File: src/rtl/unidade_controle_mc.sv
// Multicycle MIPS main control FSM: opcode decode, datapath enables/mux selects,
// ULAOp generation and parameterised memory wait states. Moore outputs decode state_q.
module unidade_controle_mc #(
  parameter int unsigned MEM_WAIT = 1
) (
  input  logic       clk,
  input  logic       reset,
  input  logic [5:0] opcode,
  output logic       PCWrite,
  output logic       PCWriteCond,
  output logic       IorD,
  output logic       MemRead,
  output logic       MemWrite,
  output logic       IRWrite,
  output logic       RegDst,
  output logic       MemtoReg,
  output logic       RegWrite,
  output logic       ALUSrcA,
  output logic [1:0] ALUSrcB,
  output logic [1:0] PCSource,
  output logic [1:0] ULAOp,
  output logic       illegal_op,
  output logic [3:0] state_out
);

  localparam int CW = (MEM_WAIT > 0) ? $clog2(MEM_WAIT + 1) : 1;

  typedef enum logic [3:0] {
    S_RESET         = 4'd0,
    S_FETCH         = 4'd1,
    S_FETCH_WAIT    = 4'd2,
    S_IR_LOAD       = 4'd3,
    S_DECODE        = 4'd4,
    S_MEM_ADDR      = 4'd5,
    S_MEM_READ      = 4'd6,
    S_MEM_READ_WAIT = 4'd7,
    S_MEM_WB        = 4'd8,
    S_MEM_WRITE     = 4'd9,
    S_R_EXEC        = 4'd10,
    S_R_WB          = 4'd11,
    S_BRANCH        = 4'd12,
    S_JUMP          = 4'd13,
    S_ILLEGAL       = 4'd14
  } state_t;

  localparam logic [5:0] OP_RTYPE = 6'b000000;
  localparam logic [5:0] OP_LW    = 6'b100011;
  localparam logic [5:0] OP_SW    = 6'b101011;
  localparam logic [5:0] OP_BEQ   = 6'b000100;
  localparam logic [5:0] OP_J     = 6'b000010;

  state_t        state_q, state_d;
  logic [CW-1:0] cnt_q, cnt_d;

  always_ff @(posedge clk or posedge reset) begin
    if (reset) begin
      state_q <= S_RESET;
      cnt_q   <= '0;
    end else begin
      state_q <= state_d;
      cnt_q   <= cnt_d;
    end
  end

  // Next state; the wait counter is loaded on the read-issue state and counts down to 1.
  always_comb begin
    state_d = S_RESET;
    cnt_d   = cnt_q;
    case (state_q)
      S_RESET: state_d = S_FETCH;
      S_FETCH: begin
        cnt_d   = CW'(MEM_WAIT);
        state_d = (MEM_WAIT > 0) ? S_FETCH_WAIT : S_IR_LOAD;
      end
      S_FETCH_WAIT: begin
        if (cnt_q <= CW'(1)) begin
          state_d = S_IR_LOAD;
        end else begin
          cnt_d   = cnt_q - CW'(1);
          state_d = S_FETCH_WAIT;
        end
      end
      S_IR_LOAD: state_d = S_DECODE;
      S_DECODE: begin
        case (opcode)
          OP_RTYPE:     state_d = S_R_EXEC;
          OP_LW, OP_SW: state_d = S_MEM_ADDR;
          OP_BEQ:       state_d = S_BRANCH;
          OP_J:         state_d = S_JUMP;
          default:      state_d = S_ILLEGAL;
        endcase
      end
      S_MEM_ADDR: state_d = (opcode == OP_LW) ? S_MEM_READ : S_MEM_WRITE;
      S_MEM_READ: begin
        cnt_d   = CW'(MEM_WAIT);
        state_d = (MEM_WAIT > 0) ? S_MEM_READ_WAIT : S_MEM_WB;
      end
      S_MEM_READ_WAIT: begin
        if (cnt_q <= CW'(1)) begin
          state_d = S_MEM_WB;
        end else begin
          cnt_d   = cnt_q - CW'(1);
          state_d = S_MEM_READ_WAIT;
        end
      end
      S_MEM_WB:    state_d = S_FETCH;
      S_MEM_WRITE: state_d = S_FETCH;
      S_R_EXEC:    state_d = S_R_WB;
      S_R_WB:      state_d = S_FETCH;
      S_BRANCH:    state_d = S_FETCH;
      S_JUMP:      state_d = S_FETCH;
      S_ILLEGAL:   state_d = S_FETCH;
      default: begin
        state_d = S_RESET;
        cnt_d   = '0;
      end
    endcase
  end

  // Moore output decode; anything not named for a state stays 0.
  always_comb begin
    PCWrite     = 1'b0;
    PCWriteCond = 1'b0;
    IorD        = 1'b0;
    MemRead     = 1'b0;
    MemWrite    = 1'b0;
    IRWrite     = 1'b0;
    RegDst      = 1'b0;
    MemtoReg    = 1'b0;
    RegWrite    = 1'b0;
    ALUSrcA     = 1'b0;
    ALUSrcB     = 2'b00;
    PCSource    = 2'b00;
    ULAOp       = 2'b00;
    illegal_op  = 1'b0;
    case (state_q)
      S_FETCH, S_FETCH_WAIT: MemRead = 1'b1;
      S_IR_LOAD: begin
        IRWrite = 1'b1;
        PCWrite = 1'b1;
        ALUSrcB = 2'b01;
      end
      S_DECODE: ALUSrcB = 2'b11;
      S_MEM_ADDR: begin
        ALUSrcA = 1'b1;
        ALUSrcB = 2'b10;
      end
      S_MEM_READ, S_MEM_READ_WAIT: begin
        MemRead = 1'b1;
        IorD    = 1'b1;
      end
      S_MEM_WB: begin
        RegWrite = 1'b1;
        MemtoReg = 1'b1;
      end
      S_MEM_WRITE: begin
        MemWrite = 1'b1;
        IorD     = 1'b1;
      end
      S_R_EXEC: begin
        ALUSrcA = 1'b1;
        ULAOp   = 2'b10;
      end
      S_R_WB: begin
        RegWrite = 1'b1;
        RegDst   = 1'b1;
      end
      S_BRANCH: begin
        ALUSrcA     = 1'b1;
        ULAOp       = 2'b01;
        PCWriteCond = 1'b1;
        PCSource    = 2'b01;
      end
      S_JUMP: begin
        PCWrite  = 1'b1;
        PCSource = 2'b10;
      end
      S_ILLEGAL: illegal_op = 1'b1;
      default: PCWrite = 1'b0;
    endcase
  end

  assign state_out = state_q;

endmodule

File: config.mk
export PLATFORM = sky130hd
export DESIGN_NAME = unidade_controle_mc
export DESIGN_NICKNAME = d
export VERILOG_FILES = /design/src/rtl/unidade_controle_mc.sv
export SDC_FILE = /design/constraint.sdc
export NUM_CORES = 1
export LEC_CHECK = 0
export CAP_MARGIN = 25
export CORE_MARGIN = 4
export CORE_UTILIZATION = 30
export DETAILED_ROUTE_END_ITERATION = 16
export GPL_TIMING_DRIVEN = 0
export PLACE_DENSITY = 0.67
export SETUP_SLACK_MARGIN = 0.1
export SYNTH_ARGS = -nofsm -noshare
export SYNTH_HDL_FRONTEND = slang
export SYNTH_SLANG_ARGS = --single-unit
File: constraint.sdc
create_clock -name clk -period 1.8 [get_ports clk]
set_clock_uncertainty 0.15 [all_clocks]
set_input_delay 0.36 -clock clk [delete_from_list [all_inputs] [get_ports clk]]
set_output_delay 0.36 -clock clk [all_outputs]
set_load 0.1 [all_outputs]
==> impl_results.md, run 1 <==
* CTS sink cnt at 4
* Die span in y at 47.76 um
* Worst End Pin Type: primary output
* Clock Tree Buf Depth at 2
* Synth Register Bits at 4
* Top_reg_cell synth: dfrtp_1
* Avg Inst Size Synth at 7.295 sq um
* Num CTS Buffers at 3
* Initial antenna violation count at 0
* Top Ports at 29
* Post-detail-place hpwl at 1.331 mm
* Ys async rst share at 1.000
* Row count at 14
* Yosys top cell area share at 0.2111
* Die W at 47.76 um
* Placer congestion estimate at 0.7687
* Synth area leader: dfrtp_1
* Worst EP post-GRT repair: RegWrite
* Syn. warnings at 0
* Post-synth design cell area at 474.2 sq um
* IO buf count at 28
* Largest net degree at the start of global routing at 11
* Unique cell type count in the Yosys netlist at 31
* Number of synthesized flops with an enable pin at 0
* Dpl ws at -1.067 ns
* Synthesized instance count at 65
* Clk root buf: clkbuf_4
* Initial Util at 0.3148
* Top-count cell post-synth: nor2_1
* Max H-tree Level at 1
* Seq/Total Area, Yosys at 0.2111
* Top cells by area, synth: dfrtp_1 21%, nor2_1 9.5%, nor3_1 5.3%
* DP Cell Count at 109
* List of most frequent post-synthesis cells: 12 x nor2_1, 5 x nor3_1, 4 x dfrtp_1, 4 x o21ai_0
* Post-Syn Nets at 73
* Run status: aborted with a tool error
* Stop err: [ERROR DPL-0033] detailed placement checks failed during check placement.
* Failing step: 5_1_grt
logic make-up after synthesis:
group,Yosys count,synth area share
buffers and inverters,8,0.1081
AOI/OAI and AO/OA,14,0.2032
and+or+nand+nor,37,0.4406
xor gates and xnor gates,2,0.03695
DFF,4,0.2111
through the flow:
stage | area, sq um | setup TNS (ns)
floorplan | 666.9 | -10.95
global placement | 967.2 | -15.77
detailed placement | 967.2 | -16.01
CTS | 1262 | -2.549
timing repair:
item	in CTS
gates cloned	1
buffers inserted	7
hold buffers	0
resized for setup	175
setup endpoints to repair	21
pin swaps	6
==> inputs of run 2 (changes only) <==
--- a/config.mk
+++ b/config.mk
@@ -6,12 +6,11 @@
 export NUM_CORES = 1
 export LEC_CHECK = 0
 export CAP_MARGIN = 25
-export CORE_MARGIN = 4
-export CORE_UTILIZATION = 30
+export CORE_AREA = 4 4 65 67
 export DETAILED_ROUTE_END_ITERATION = 16
+export DIE_AREA = 0 0 69 71
 export GPL_TIMING_DRIVEN = 0
-export PLACE_DENSITY = 0.67
-export SETUP_SLACK_MARGIN = 0.1
+export PLACE_DENSITY_LB_ADDON = 0.15
 export SYNTH_ARGS = -nofsm -noshare
 export SYNTH_HDL_FRONTEND = slang
 export SYNTH_SLANG_ARGS = --single-unit
==> run 2 against run 1 <==
Against the previous run:
- the flow now finishes, with violations (negative setup slack)
- synthesized cell count stayed put
- area after synthesis stayed put
==> impl_results.md, run 2 <==
* Die span in y at 71 um (+49%)
* Fin Hold WS at 0.1853 ns
* Largest net degree at the start of global routing at 11
* First-pass GRT wire length at 3.387 mm
* Clock slew at reported path FFs at 0.03 ns
* Max H-tree Level at 1 (unchanged)
* Critical path capture point type: output port
* Drt first pass iters at 4
* Initial antenna violation count at 0
* Worst-path maximum fanout at 7
* GR Util All Layers at 0.08542
* CTS sink cnt at 4 (unchanged)
* Layout cell share with drive strength beyond 1 at 0.6949
* Avg Inst Size Synth at 7.295 sq um (unchanged)
* ANT nets after route at 0
* Remaining DRCs at 0
* Seq/Total Area, Yosys at 0.2111 (unchanged)
* Global route overflow at 0
* Worst path required time at 1.29 ns
* Max-Cap Viols at 0
* List of most frequent post-synthesis cells: 12 x nor2_1, 5 x nor3_1, 4 x dfrtp_1, 4 x o21ai_0
* Placer congestion estimate at 0.7603 (-1.1%)
* Commonest non-fill, non-tap cell in the layout: buf_12
* Rel. slew slack at 0.3648
* NumNets Final at 128
* Run status: finished, violations left
* Synth Register Bits at 4 (unchanged)
* Total routed wirelength at 2.029 mm
* CP startpoint: state_out[2]$_DFF_PP0_
* Vias in the first global route at 692
* Synthesized instance count at 65 (unchanged)
* Max Fclk at 0.4971 GHz
* Post-detail-place hpwl at 1.372 mm (+3.1%)
* Reg2reg start: state_out[0]$_DFF_PP0_
* N_diodes at 0
* Vias per cell at 4.042
* Number of synthesized flops with an enable pin at 0 (unchanged)
* Die W at 69 um (+44%)
* Clk root buf: clkbuf_8
* Worst Hold Class: primary input to async pin
* Final WS setup at -0.2118 ns
* Worst skew pair latency at 0.21 ns
* Yosys top cell area share at 0.2111 (unchanged)
* Unique cell type count in the Yosys netlist at 31 (unchanged)
* Die ar. at 4899 sq um
* Type of origin of the critical path: register
* Violations in the final reports: negative setup slack
* Clock Tree Buf Depth at 2 (unchanged)
* Top cells by area, synth: dfrtp_1 21%, nor2_1 9.5%, nor3_1 5.3%
* Top_reg_cell synth: dfrtp_1
* Initial Util at 0.1305 (-0.1843)
* Ys async rst share at 1.000 (unchanged)
* WL/cell at 12.22 um
* Minimum clock period at 2.012 ns
* Final setup vio count at 18
* Pin slew with the least headroom to its limit at 0.9567 ns
* Post-Syn Nets at 73 (unchanged)
* IO buf count at 28 (unchanged)
* Syn. warnings at 0 (unchanged)
* WP data arrival at 1.50 ns
* Vias after detailed routing at 671
* Max-slew violations at 0
* Core ar. at 3633 sq um
* Num CTS Buffers at 3 (unchanged)
* Worst setup path class: register to output port
* Most frequent cells in the layout: 19 x buf_12, 18 x buf_4, 8 x nor2_4
* Fillcell total at 361
* Unrepaired setup endpoints after global routing: true
* Top Ports at 29 (unchanged)
* Row count at 22 (+8)
* Max FFs per register at 4
* Top-count cell post-synth: nor2_1
* Initial DRC count at 19
* Synth area leader: dfrtp_1
* Dpl ws at -1.079 ns (-0.01255 ns)
* Area growth syn-to-layout at 207.9%
* CTS tree: built
* Setup TNS at -2.502 ns
* Post-synth design cell area at 474.2 sq um (unchanged)
* Final hold viol count at 0
* Fin crit share at 1.118
==> run 2: cell counts after synthesis <==
Identical to the previous run, type by type.
==> run 2: critical path, stage by stage, from the launching register on <==
cell and delay [ns]:
dfrtp_4 0.47, clkbuf_16 0.18, inv_12 0.07, nand2_8 0.07
nor3_4 0.19, or2_4 0.15, buf_12 0.16
==> run 2: cells by family after synthesis <==
| group | Yosys count | synth area share |
|---|---|---|
| and+or+nand+nor | 37 | 0.4406 |
| AOI/OAI and AO/OA | 14 | 0.2032 |
| buffers and inverters | 8 | 0.1081 |
| DFF | 4 | 0.2111 |
| xor gates and xnor gates | 2 | 0.03695 |
==> run 2: path summary, 6_finish.rpt <==
path,end,slack [ns],cells past startpoint
setup / recovery,RegWrite,-0.21,6
hold / removal,state_out[3]$_DFF_PP0_,0.19,2
setup reg to reg,state_out[2]$_DFF_PP0_,0.22,6
hold reg to reg,state_out[3]$_DFF_PP0_,0.63,2
max in group asynchronous,state_out[1]$_DFF_PP0_,1.15,2
min in group clk,state_out[3]$_DFF_PP0_,0.63,2
==> run 2: stage by stage <==
stage               instances    util  instance area [sq um]
global route              166  0.4019                   1460
finish                    166  0.4019                   1460
CTS                       159  0.3840                   1395
global placement          141  0.2772                   1007
detailed placement        141  0.2772                   1007
floorplan                  65       -                  666.9
==> run 2: cell type report <==
| class | count | area [sq um] | area share |
|---|---|---|---|
| well taps | 48 | 60.06 | 0.04113 |
| repair buffers | 50 | 624.3 | 0.4276 |
| plain buffers | 6 | 111.4 | 0.07626 |
| clock buffers | 3 | 41.29 | 0.02828 |
| multi-input cells | 53 | 488.0 | 0.3342 |
| inverters | 2 | 20.02 | 0.01371 |
| flip-flops and latches | 4 | 115.1 | 0.07883 |
==> run 2: metal layers <==
layer  wire length [um]  track usage  vias up
met3                100      0.02273        2
met1                852       0.1011      306
met4                 19      0.02603        0
li1                   -            -      335
met2               1056       0.1504       28
met5                  0            0        -
==> run 2: what timing repair did <==
action / 4_1_cts / 5_1_grt
resized for setup: 179 / 3
buffers inserted: 15 / 7
gates cloned: 0 / 0
hold buffers: 0 / 0
endpoints found under the setup margin: 21 / 17
pin swaps: 9 / 4
Power of run 2 is not shown: default switching activity piles up to over one toggle a cycle in this logic, so the estimate is an artifact.
